**config.mk**
```make
export PLATFORM = sky130hd
export DESIGN_NAME = clk_div_monitor
export DESIGN_NICKNAME = d
export VERILOG_FILES = /design/src/rtl/clk_div_mon_pkg.sv /design/src/rtl/clk_div_monitor_edge.sv /design/src/rtl/clk_div_monitor.sv
export SDC_FILE = /design/constraint.sdc
export NUM_CORES = 1
export LEC_CHECK = 0
export CAP_MARGIN = 20
export CORE_ASPECT_RATIO = 1.75
export CORE_UTILIZATION = 56
export DETAILED_ROUTE_END_ITERATION = 10
export PLACE_DENSITY = 0.87
export SLEW_MARGIN = 15
export SYNTH_ARGS = -nofsm -noshare
export SYNTH_HDL_FRONTEND = slang
export SYNTH_SLANG_ARGS = --single-unit
```
**constraint.sdc**
```tcl
create_clock -name clk_in -period 6.65 [get_ports clk_in]
set_input_delay 1.6625 -clock clk_in [delete_from_list [all_inputs] [get_ports clk_in]]
set_output_delay 1.6625 -clock clk_in [all_outputs]
set_load 0.01 [all_outputs]
```
**src/rtl/clk_div_mon_pkg.sv**
```systemverilog
// -----------------------------------------------------------------------------
// clk_div_mon_pkg
//   Shared definitions for the divided-clock monitor:
//     - mon_state_e : monitor FSM states (IDLE / ACQ / LOCK / FAIL)
//     - DEF_*       : default counter width, lock count and timeout
//     - SYNC_STAGES : depth of the optional clk_mon synchronizer
//     - sat_inc     : saturating increment used by the period/high counters
// -----------------------------------------------------------------------------
package clk_div_mon_pkg;

  localparam int unsigned DEF_CNT_W   = 16;
  localparam int unsigned DEF_LOCK_N  = 4;
  localparam int unsigned DEF_TIMEOUT = 1023;
  localparam int unsigned SYNC_STAGES = 2;

  typedef enum logic [1:0] {
    ST_IDLE = 2'd0,
    ST_ACQ  = 2'd1,
    ST_LOCK = 2'd2,
    ST_FAIL = 2'd3
  } mon_state_e;

  // Increment that sticks at max_val instead of wrapping.
  function automatic logic [31:0] sat_inc(input logic [31:0] val,
                                          input logic [31:0] max_val);
    return (val >= max_val) ? val : val + 32'd1;
  endfunction

endpackage

```
**src/rtl/clk_div_monitor_edge.sv**
```systemverilog
// -----------------------------------------------------------------------------
// clk_edge_det
//   Samples the divided clock in the clk_i domain and flags its rising edge.
//   Configuration macro: CLK_DIV_MON_SYNC_EN
//     defined   : clk_mon_i passes a SYNC_STAGES-flop synchronizer before the
//                 sample flop (safe for asynchronous / negedge-generated input;
//                 adds SYNC_STAGES cycles of latency)
//     undefined : clk_mon_i is sampled directly (input must derive from clk_i)
// Ports
//   clk_i      in   source clock, posedge
//   rst_ni     in   asynchronous active-low reset
//   clk_mon_i  in   divided clock under test
//   s_o        out  sampled clk_mon level
//   rise_o     out  one-cycle rising-edge strobe (s & ~s delayed)
// -----------------------------------------------------------------------------
module clk_edge_det
  import clk_div_mon_pkg::*;
(
  input  logic clk_i,
  input  logic rst_ni,
  input  logic clk_mon_i,
  output logic s_o,
  output logic rise_o
);

  logic samp_in;
  logic s_q;
  logic s_dly_q;

`ifdef CLK_DIV_MON_SYNC_EN
  logic [SYNC_STAGES-1:0] sync_q;

  always_ff @(posedge clk_i or negedge rst_ni) begin
    if (!rst_ni) begin
      sync_q <= '0;
    end else begin
      sync_q <= {sync_q[SYNC_STAGES-2:0], clk_mon_i};
    end
  end

  assign samp_in = sync_q[SYNC_STAGES-1];
`else
  assign samp_in = clk_mon_i;
`endif

  always_ff @(posedge clk_i or negedge rst_ni) begin
    if (!rst_ni) begin
      s_q     <= 1'b0;
      s_dly_q <= 1'b0;
    end else begin
      s_q     <= samp_in;
      s_dly_q <= s_q;
    end
  end

  assign s_o    = s_q;
  assign rise_o = s_q & ~s_dly_q;

endmodule

```
**src/rtl/clk_div_monitor.sv**
```systemverilog
// -----------------------------------------------------------------------------
// clk_div_monitor
//   Checker for the odd/even clock divider. Measures the period and high time
//   of clk_mon in clk_in cycles, compares each period against the window
//   [per_min, per_max] and reports lock / sticky error status.
//   Configuration macro: CLK_DIV_MON_SYNC_EN (handled inside clk_edge_det);
//   when defined all detection latencies grow by two cycles.
// Parameters
//   CNT_W    counter / window width
//   LOCK_N   consecutive in-window periods needed for lock (1..255)
//   TIMEOUT  clk_in cycles without a clk_mon rise that count as a fault
// Ports
//   clk_in    in   source clock, posedge
//   rst_n     in   asynchronous active-low reset
//   en        in   monitor enable; low returns to IDLE on the next edge
//   clk_mon   in   divided clock under test
//   per_min   in   minimum legal period (inclusive)
//   per_max   in   maximum legal period (inclusive)
//   err_clr   in   one-cycle pulse: clear err, FAIL -> ACQ
//   period    out  last measured rise-to-rise period
//   high_cnt  out  sampled-high cycles within the last period
//   meas_vld  out  one-cycle pulse when period/high_cnt update
//   locked    out  high while in LOCK
//   err       out  sticky fault flag
// -----------------------------------------------------------------------------
module clk_div_monitor
  import clk_div_mon_pkg::*;
#(
  parameter int unsigned CNT_W   = DEF_CNT_W,
  parameter int unsigned LOCK_N  = DEF_LOCK_N,
  parameter int unsigned TIMEOUT = DEF_TIMEOUT
) (
  input  logic             clk_in,
  input  logic             rst_n,
  input  logic             en,
  input  logic             clk_mon,
  input  logic [CNT_W-1:0] per_min,
  input  logic [CNT_W-1:0] per_max,
  input  logic             err_clr,
  output logic [CNT_W-1:0] period,
  output logic [CNT_W-1:0] high_cnt,
  output logic             meas_vld,
  output logic             locked,
  output logic             err
);

  localparam logic [CNT_W-1:0] CNT_MAX = '1;
  localparam logic [CNT_W-1:0] TMO_C   = CNT_W'(TIMEOUT);
  localparam logic [CNT_W-1:0] CNT_ONE = CNT_W'(1);
  localparam logic [7:0]       LOCK_C  = 8'(LOCK_N);

  mon_state_e       state_q, state_d;
  logic [CNT_W-1:0] cnt_q, cnt_d;
  logic [CNT_W-1:0] hcnt_q, hcnt_d;
  logic [CNT_W-1:0] period_q, period_d;
  logic [CNT_W-1:0] high_q, high_d;
  logic [7:0]       gcnt_q, gcnt_d;
  logic             first_q, first_d;
  logic             err_q, err_d;
  logic             meas_vld_q, meas_vld_d;

  logic s;
  logic rise;
  logic meas;
  logic good;
  logic timeout;
  logic fault;

  function automatic logic [CNT_W-1:0] inc_cnt(input logic [CNT_W-1:0] v);
    logic [31:0] w;
    w = sat_inc(32'(v), 32'(CNT_MAX));
    return w[CNT_W-1:0];
  endfunction

  clk_edge_det u_edge (
    .clk_i     (clk_in),
    .rst_ni    (rst_n),
    .clk_mon_i (clk_mon),
    .s_o       (s),
    .rise_o    (rise)
  );

  // In the rise cycle cnt_q still holds the length of the period just ended.
  assign good = (cnt_q >= per_min) && (cnt_q <= per_max);

  always_comb begin
    state_d    = state_q;
    cnt_d      = cnt_q;
    hcnt_d     = hcnt_q;
    period_d   = period_q;
    high_d     = high_q;
    gcnt_d     = gcnt_q;
    first_d    = first_q;
    err_d      = err_q;
    meas_vld_d = 1'b0;
    meas       = 1'b0;
    timeout    = 1'b0;
    fault      = 1'b0;

    if (!en) begin
      state_d = ST_IDLE;
      cnt_d   = '0;
      hcnt_d  = '0;
      gcnt_d  = '0;
      err_d   = 1'b0;
      first_d = 1'b0;
    end else if (state_q == ST_IDLE) begin
      state_d = ST_ACQ;
      cnt_d   = '0;
      hcnt_d  = '0;
      gcnt_d  = '0;
      first_d = 1'b1;
    end else begin
      // Measurement keeps running in FAIL so period/high_cnt stay live for
      // debug; only ACQ and LOCK act on the results.
      if (rise) begin
        cnt_d   = CNT_ONE;
        hcnt_d  = CNT_ONE;
        first_d = 1'b0;
        if (!first_q) begin
          meas       = 1'b1;
          meas_vld_d = 1'b1;
          period_d   = cnt_q;
          high_d     = hcnt_q;
        end
      end else begin
        cnt_d = inc_cnt(cnt_q);
        if (s) begin
          hcnt_d = inc_cnt(hcnt_q);
        end
        // Exact compare: a saturated counter never matches again, so one
        // gap produces one timeout.
        timeout = (cnt_q == TMO_C);
      end

      fault = (meas && !good) || timeout;

      // Clear first so that a coincident fault wins.
      if (err_clr) begin
        err_d = 1'b0;
      end

      case (state_q)
        ST_ACQ: begin
          if (fault) begin
            err_d  = 1'b1;
            gcnt_d = '0;
          end else if (meas) begin
            gcnt_d = gcnt_q + 8'd1;
            if (gcnt_q + 8'd1 >= LOCK_C) begin
              state_d = ST_LOCK;
            end
          end
        end
        ST_LOCK: begin
          if (fault) begin
            state_d = ST_FAIL;
            err_d   = 1'b1;
          end
        end
        ST_FAIL: begin
          if (err_clr) begin
            state_d = ST_ACQ;
            gcnt_d  = '0;
            first_d = 1'b1;
          end
        end
        default: ;
      endcase
    end
  end

  always_ff @(posedge clk_in or negedge rst_n) begin
    if (!rst_n) begin
      state_q    <= ST_IDLE;
      cnt_q      <= '0;
      hcnt_q     <= '0;
      period_q   <= '0;
      high_q     <= '0;
      gcnt_q     <= '0;
      first_q    <= 1'b0;
      err_q      <= 1'b0;
      meas_vld_q <= 1'b0;
    end else begin
      state_q    <= state_d;
      cnt_q      <= cnt_d;
      hcnt_q     <= hcnt_d;
      period_q   <= period_d;
      high_q     <= high_d;
      gcnt_q     <= gcnt_d;
      first_q    <= first_d;
      err_q      <= err_d;
      meas_vld_q <= meas_vld_d;
    end
  end

  assign period   = period_q;
  assign high_cnt = high_q;
  assign meas_vld = meas_vld_q;
  assign locked   = (state_q == ST_LOCK);
  assign err      = err_q;

endmodule

```
==> results.yml, run 1 <==
run_status:
  status: "finished with violations"
  violations: "DRC"
logic_synthesis:
  ys_ff_latch: 79
  ys_async_sr_fraction_pct: 100
  synth_top_family_by_area: "simple AND/OR/NAND/NOR gates"
  seq_area_frac_synth_pct: 42.8
  avgSynthCellArea_um2: 10.1
  synth_compound_area_share_pct: 10.3
  synth_most_common_cell: "dfrtp_1"
  synth-xor-area-share_pct: 5.50
  syn-instance-count: 458
  synth_area_leader_cell: "dfrtp_1"
  syn_area_um2: 4620
  ys_top_cells_by_area: "dfrtp_1 (43%), ha_1 (11%), mux2_2 (7.6%), xor2_1 (3.8%), inv_1 (3.3%)"
  synth_nets: 536
  synthAdderAreaFrac_pct: 11.1
  synth_mux_area_share_pct: 8.21
  yosys.area_share.simple_pct: 17.7
  synth_cell_type_count: 53
  ys.warnings.count: 0
  ys.flop_type: "dfrtp_1"
  yosysTopAreaCellShare_pct: 42.8
  synth_edf_count: 0
  synth_common_cells: "dfrtp_1 (79), ha_1 (41), inv_1 (41)"
min_path:
  holdPathStages: 2
  worstHoldStart: "period[0]"
  min_path_type: "reg2reg"
  min_to: "period[0]"
clock_network:
  numCtsBuffers: 9
  cts_tree: "built"
  cts_setup_buffers: 0
  root_buffer: "clkbuf_16"
  clock_path_buffers: 2
  hold_buffers: 0
  clock_latency_ns: 0.33
  clk_pin_slew_worst_paths_ns: 0.06
  cts-resized-gates: 0
  clock-sinks: 79
  h-tree-depth: 3
critical_path:
  ff2ff_setup_slack_ns: 3.80
  r2r-start: "cnt_q[0]"
  crit_path_max_fanout: 3
  cp.required_ns: 6.84
  reg2reg_to: "state_q[1]"
  ff2ff_path_depth: 9
  startpoint_type: "input pin"
  crit_type: "in2reg"
  crit_arrival_ns: 4.23
  cp-end-kind: "flip-flop"
flow_run:
  max_cap_viol_count: 0
global_routing:
  grt_max_degree: 80
  grt_pass1_wl_mm: 17.9
  gr-total-overflow: 0
  grt_usage_pct: 27.1
  grt_antenna_before_repair: 0
  grt_pass1_vias: 3900
placed_design:
  hpwlAfterDp_mm: 7.89
  gp_congestion: 0.875
  port_buffers: 71
  place_area_um2: 5410
power:
  power_density_nw_per_um2: 214
  p_sw_mw: 0.350
  sequentialPowerShare_pct: 43.0
  peakVddDrop_v: 0.000150
  power.internal_mw: 0.869
  p_leak_nw: 2.75
  clkPwrFrac_pct: 35.3
  comb_power_share_pct: 21.7
  p_sw_share_pct: 28.7
finish:
  n_antenna_cell: 0
  final_core_util_pct: 71.5
  final_cell_area_um2: 5690
  drive_above_1_share_pct: 10.6
  area_growth_pct: 23.3
  fin_nets: 611
timing:
  rsz0062_at_grt: "false"
  setup_viol: 0
  fin_setup_tns_ns: 0
  hold_viol_final: 0
  period_minus_slack_ns: 4.04
  drv_slew: 0
  fmax_ghz: 0.248
  max_slew.worst_pin.slew_ns: 0.711
  skew_ns: 0.00464
  finalCritPeriodShare_pct: 60.7
  max_slew_margin_pct: 52.5
die:
  boundaryPins: 72
  die_w_um: 70.6
  fp-row-count: 43
  start_util_pct: 58.0
  die-area_um2: 8620
  coreArea_um2: 7960
  die_h_um: 122
detailed_routing:
  antenna_left: 0
  vias: 3768
  drtIter0Drc: 240
  vias_per_cell: 6.01
  drc: 10
  routed_wl_mm: 10.9
  wl_per_cell_um: 17.5
  firstDrtPassIters: 11
==> flip-flops by register name, summed over array words and instances (netlist names), 2 cells and up <==
name / cells
cnt_q: 16
state_q: 2
hcnt_q: 16
period: 16
gcnt_q: 8
high_cnt: 16
==> routing by layer <==
layer | global-route usage (%) | wire length (um) | up-vias
met5 | 0 | 0 | -
met4 | 13.8 | 420 | 0
met3 | 5.87 | 539 | 34
met2 | 49.8 | 5940 | 144
met1 | 29.0 | 4040 | 1818
li1 | - | - | 1772
==> cells by family after synthesis <==
kind of cell / count (synthesis)
and+or+nand+nor: 150
DFF: 79
AOI/OAI and AO/OA: 74
buffers and inverters: 51
adders and majority gates: 41
muxes: 34
xor gates and xnor gates: 29
==> placed cells by master (no fill, tap or decap), types with 5 or more instances in the layout <==
cell type / n
ha_1: 41
a31oi_1: 5
mux2_2: 31
nand3_1: 21
a21o_1: 5
clkbuf_16: 9
a21oi_1: 20
nand4_1: 17
nor2_1: 38
xor2_1: 20
nand2_1: 25
inv_1: 41
dfrtp_1: 79
nor3_1: 6
o21ai_0: 20
xnor2_1: 9
clkdlybuf4s50_1: 70
and3_1: 9
==> power groups by stage <==
stage / clock network (mW) / logic (mW) / registers [mW]
final: 0.431 / 0.265 / 0.524
after global routing: 0.456 / 0.293 / 0.527
after CTS: 0.440 / 0.261 / 0.524
after detailed placement: 0 / 0.259 / 0.533
after global placement: 0 / 0.252 / 0.532
after floorplan: 0 / 0.160 / 0.530
==> how the worst max path moves through the flow <==
stage / from / endpoint / slack [ns] / depth (start not counted)
after floorplan: per_max[11] / state_q[1] / 3.05 / 9
after CTS: per_min[0] / state_q[1] / 2.66 / 9
after global placement: per_min[0] / state_q[1] / 2.35 / 9
after global routing: per_min[0] / state_q[1] / 2.55 / 9
after detailed placement: per_min[0] / state_q[1] / 2.31 / 9
final: per_min[0] / state_q[1] / 2.61 / 9
==> through the flow <==
stage          hold slack [ns]  total power [mW]  std cells  worst slack [ns]
4_1_cts                  0.487              1.22        626              2.66
5_1_grt                  0.502              1.28        627              2.55
3_3_place_gp             0.466             0.783        611              2.35
6_report                 0.479              1.22        627              2.61
3_5_place_dp             0.472             0.791        611              2.31
2_1_floorplan            0.400             0.690        458              3.05
==> critical path, cell delays in order <==
cell and delay [ns]:
clkdlybuf4s50_1 0.41, ha_1 0.28, nand2b_1 0.15, a2111o_1 0.41, a311oi_1 0.43, nand2_1 0.22, a31oi_1 0.30, mux2i_1 0.22
o311ai_0 0.14
==> layout make-up <==
type,count,area (um2)
Clock buffer,12,236
Clock inverter,3,21.3
Fill cell,578,2270
Inverter,41,154
Multi-Input combinational cell,328,2440
Sequential cell,79,1980
Tap cell,90,113
Timing Repair Buffer,74,751
Power figures use the tool's default switching activity.
==> run 2: changes to the inputs <==
--- a/config.mk
+++ b/config.mk
@@ -7,9 +7,9 @@
 export LEC_CHECK = 0
 export CAP_MARGIN = 20
 export CORE_ASPECT_RATIO = 1.75
-export CORE_UTILIZATION = 56
+export CORE_UTILIZATION = 49
 export DETAILED_ROUTE_END_ITERATION = 10
-export PLACE_DENSITY = 0.87
+export PLACE_DENSITY = 0.81
 export SLEW_MARGIN = 15
 export SYNTH_ARGS = -nofsm -noshare
 export SYNTH_HDL_FRONTEND = slang
==> constraint.sdc (replaced) <==
create_clock -name clk_in -period 3.65 [get_ports clk_in]
set_input_delay 0.9125 -clock clk_in [delete_from_list [all_inputs] [get_ports clk_in]]
set_output_delay 0.9125 -clock clk_in [all_outputs]
set_load 0.01 [all_outputs]
==> run 2 against run 1 <==
The run now ends clean. First-iteration DRC count shrank 9.6%. Sequential power up 82%. Sequential share of layout area shrank 0.44 points. Global-route usage decreased by 3.7 points. Cell area grew 1.3%. Register-to-register slack worse by 2.8 ns. Critical endpoint unchanged.
==> results.yml, run 2 (synthesis results as in run 1) <==
timing:
  hold_viol_final: 0
  setup_viol: 0
  fin_setup_tns_ns: 0
  rsz0062_at_grt: "false"
  timing.final.ws_setup_ns: 0.465
  fmax_ghz: 0.314
  period_minus_slack_ns: 3.19
  max_slew.worst_pin.slew_ns: 0.992
  finalCritPeriodShare_pct: 87.3
  drv_slew: 0
  skew_ns: 0.00984
  max_slew_margin_pct: 33.9
power:
  peakVddDrop_v: 0.000356
  p_leak_nw: 2.77
  power_density_nw_per_um2: 405
critical_path:
  cp.depth: 10
  slowest_stage: "or4_1"
  cp-end-kind: "flip-flop"
  slowest_delay_ns: 0.56
  crit_path_max_fanout: 5
  cp.required_ns: 3.85
  crit_arrival_ns: 3.39
  ff2ff_path_depth: 8
  crit_type: "in2reg"
  critPathTopFamily: "compound AO/OA/AOI/OAI gates"
  path_cells: "clkdlybuf4s50_1, inv_1, ha_1, nand4_1, or4_1, a21oi_1, o31ai_4, a31oi_1, mux2i_1, o311ai_0"
  cp_num_buf_inv: 2
  startpoint_type: "input pin"
clock_network:
  h-tree-depth: 3
  root_buffer: "clkbuf_16"
  cts_tree: "built"
  cts_setup_buffers: 0
  clock-sinks: 79
  clk_pin_slew_worst_paths_ns: 0.06
  clock_path_buffers: 2
  hold_buffers: 0
  clock_latency_ns: 0.34
  numCtsBuffers: 9
  cts-resized-gates: 0
detailed_routing:
  antenna_left: 0
  vias_per_cell: 5.62
  wl_per_cell_um: 15.9
  drtIter0Drc: 217
  routed_wl_mm: 10.5
  vias: 3706
  firstDrtPassIters: 6
  drc: 0
global_routing:
  grt_usage_pct: 23.5
  grt_pass1_wl_mm: 17.4
  gr-total-overflow: 0
  grt_antenna_before_repair: 0
  grt_max_degree: 80
  grt_pass1_vias: 3838
die:
  boundaryPins: 72
  die_w_um: 75.4
  fp-row-count: 46
  die_h_um: 130
  coreArea_um2: 9090
  start_util_pct: 50.8
  die-area_um2: 9830
finish:
  final_cell_mix: "dfrtp_1 (79), clkdlybuf4s50_1 (70), inv_1 (41), ha_1 (41), nor2_1 (38)"
  area_growth_pct: 24.9
  fillers: 762
  multi_input_area_um2: 2440
  fin_nets: 613
  n_antenna_cell: 0
  final-seq-area_um2: 1980
  layout_commonest_cell: "dfrtp_1"
  drive_above_1_share_pct: 11.5
run_status:
  status: "finished clean"
min_path:
  min_path_type: "reg2reg"
  holdPathStages: 2
placed_design:
  port_buffers: 71
  hpwlAfterDp_mm: 7.71
  place_ws_ns: 0.104
  gp_congestion: 0.870
flow_run:
  max_cap_viol_count: 0
run 2: metal layers:
| layer | vias up | wire length [um] | global-route usage (%) |
|---|---|---|---|
| li1 | 1785 | - | - |
| met4 | 0 | 354 | 12.7 |
| met3 | 31 | 388 | 5.29 |
| met1 | 1785 | 4190 | 26.0 |
| met5 | - | 0 | 0 |
| met2 | 105 | 5580 | 40.7 |
run 2: final cells by class:
type / count / share of cell area (%)
clock buffer: 10 / 3.97
clock inverter: 6 / 1.19
inverter: 41 / 2.67
multi-input combinational: 328 / 42.3
sequential: 79 / 34.3
tap: 120 / 2.61
timing repair buffer: 76 / 12.9
run 2: worst paths after layout:
path / startpoint / endpoint / slack, ns
max reg2reg: cnt_q[13] / state_q[1] / 0.96
min in group asynchronous: rst_n / meas_vld / 0.72
min reg2reg: period[0] / period[0] / 0.48
max: per_max[11] / state_q[1] / 0.46
min: period[0] / period[0] / 0.48
max in group asynchronous: rst_n / err / 2.28
run 2: worst reg2reg max path, cell delays in order (launching register included):
cell and delay, ns:
dfrtp_1 0.51, ha_1 0.36, nand4_1 0.15, or4_1 0.56
a21oi_1 0.27, o31ai_4 0.13, a31oi_1 0.24, mux2i_1 0.21
o311ai_0 0.13
run 2: stage by stage:
step / cells / total power, mW / hold slack [ns] / area [um2] / utilization, %
floorplan: 458 / 1.26 / 0.400 / 4620 / -
global placement: 644 / 1.43 / 0.467 / 5470 / 60.1
detailed placement: 644 / 1.45 / 0.460 / 5470 / 60.1
CTS: 660 / 2.35 / 0.473 / 5760 / 63.4
global route: 660 / 2.44 / 0.489 / 5760 / 63.4
finish: 660 / 2.34 / 0.480 / 5760 / 63.4
run 2: where the power goes:
part	switching, mW	internal [mW]	total (mW)
sequential	0.0388	0.915	0.953
combinational	0.270	0.217	0.488
clock	0.362	0.533	0.895
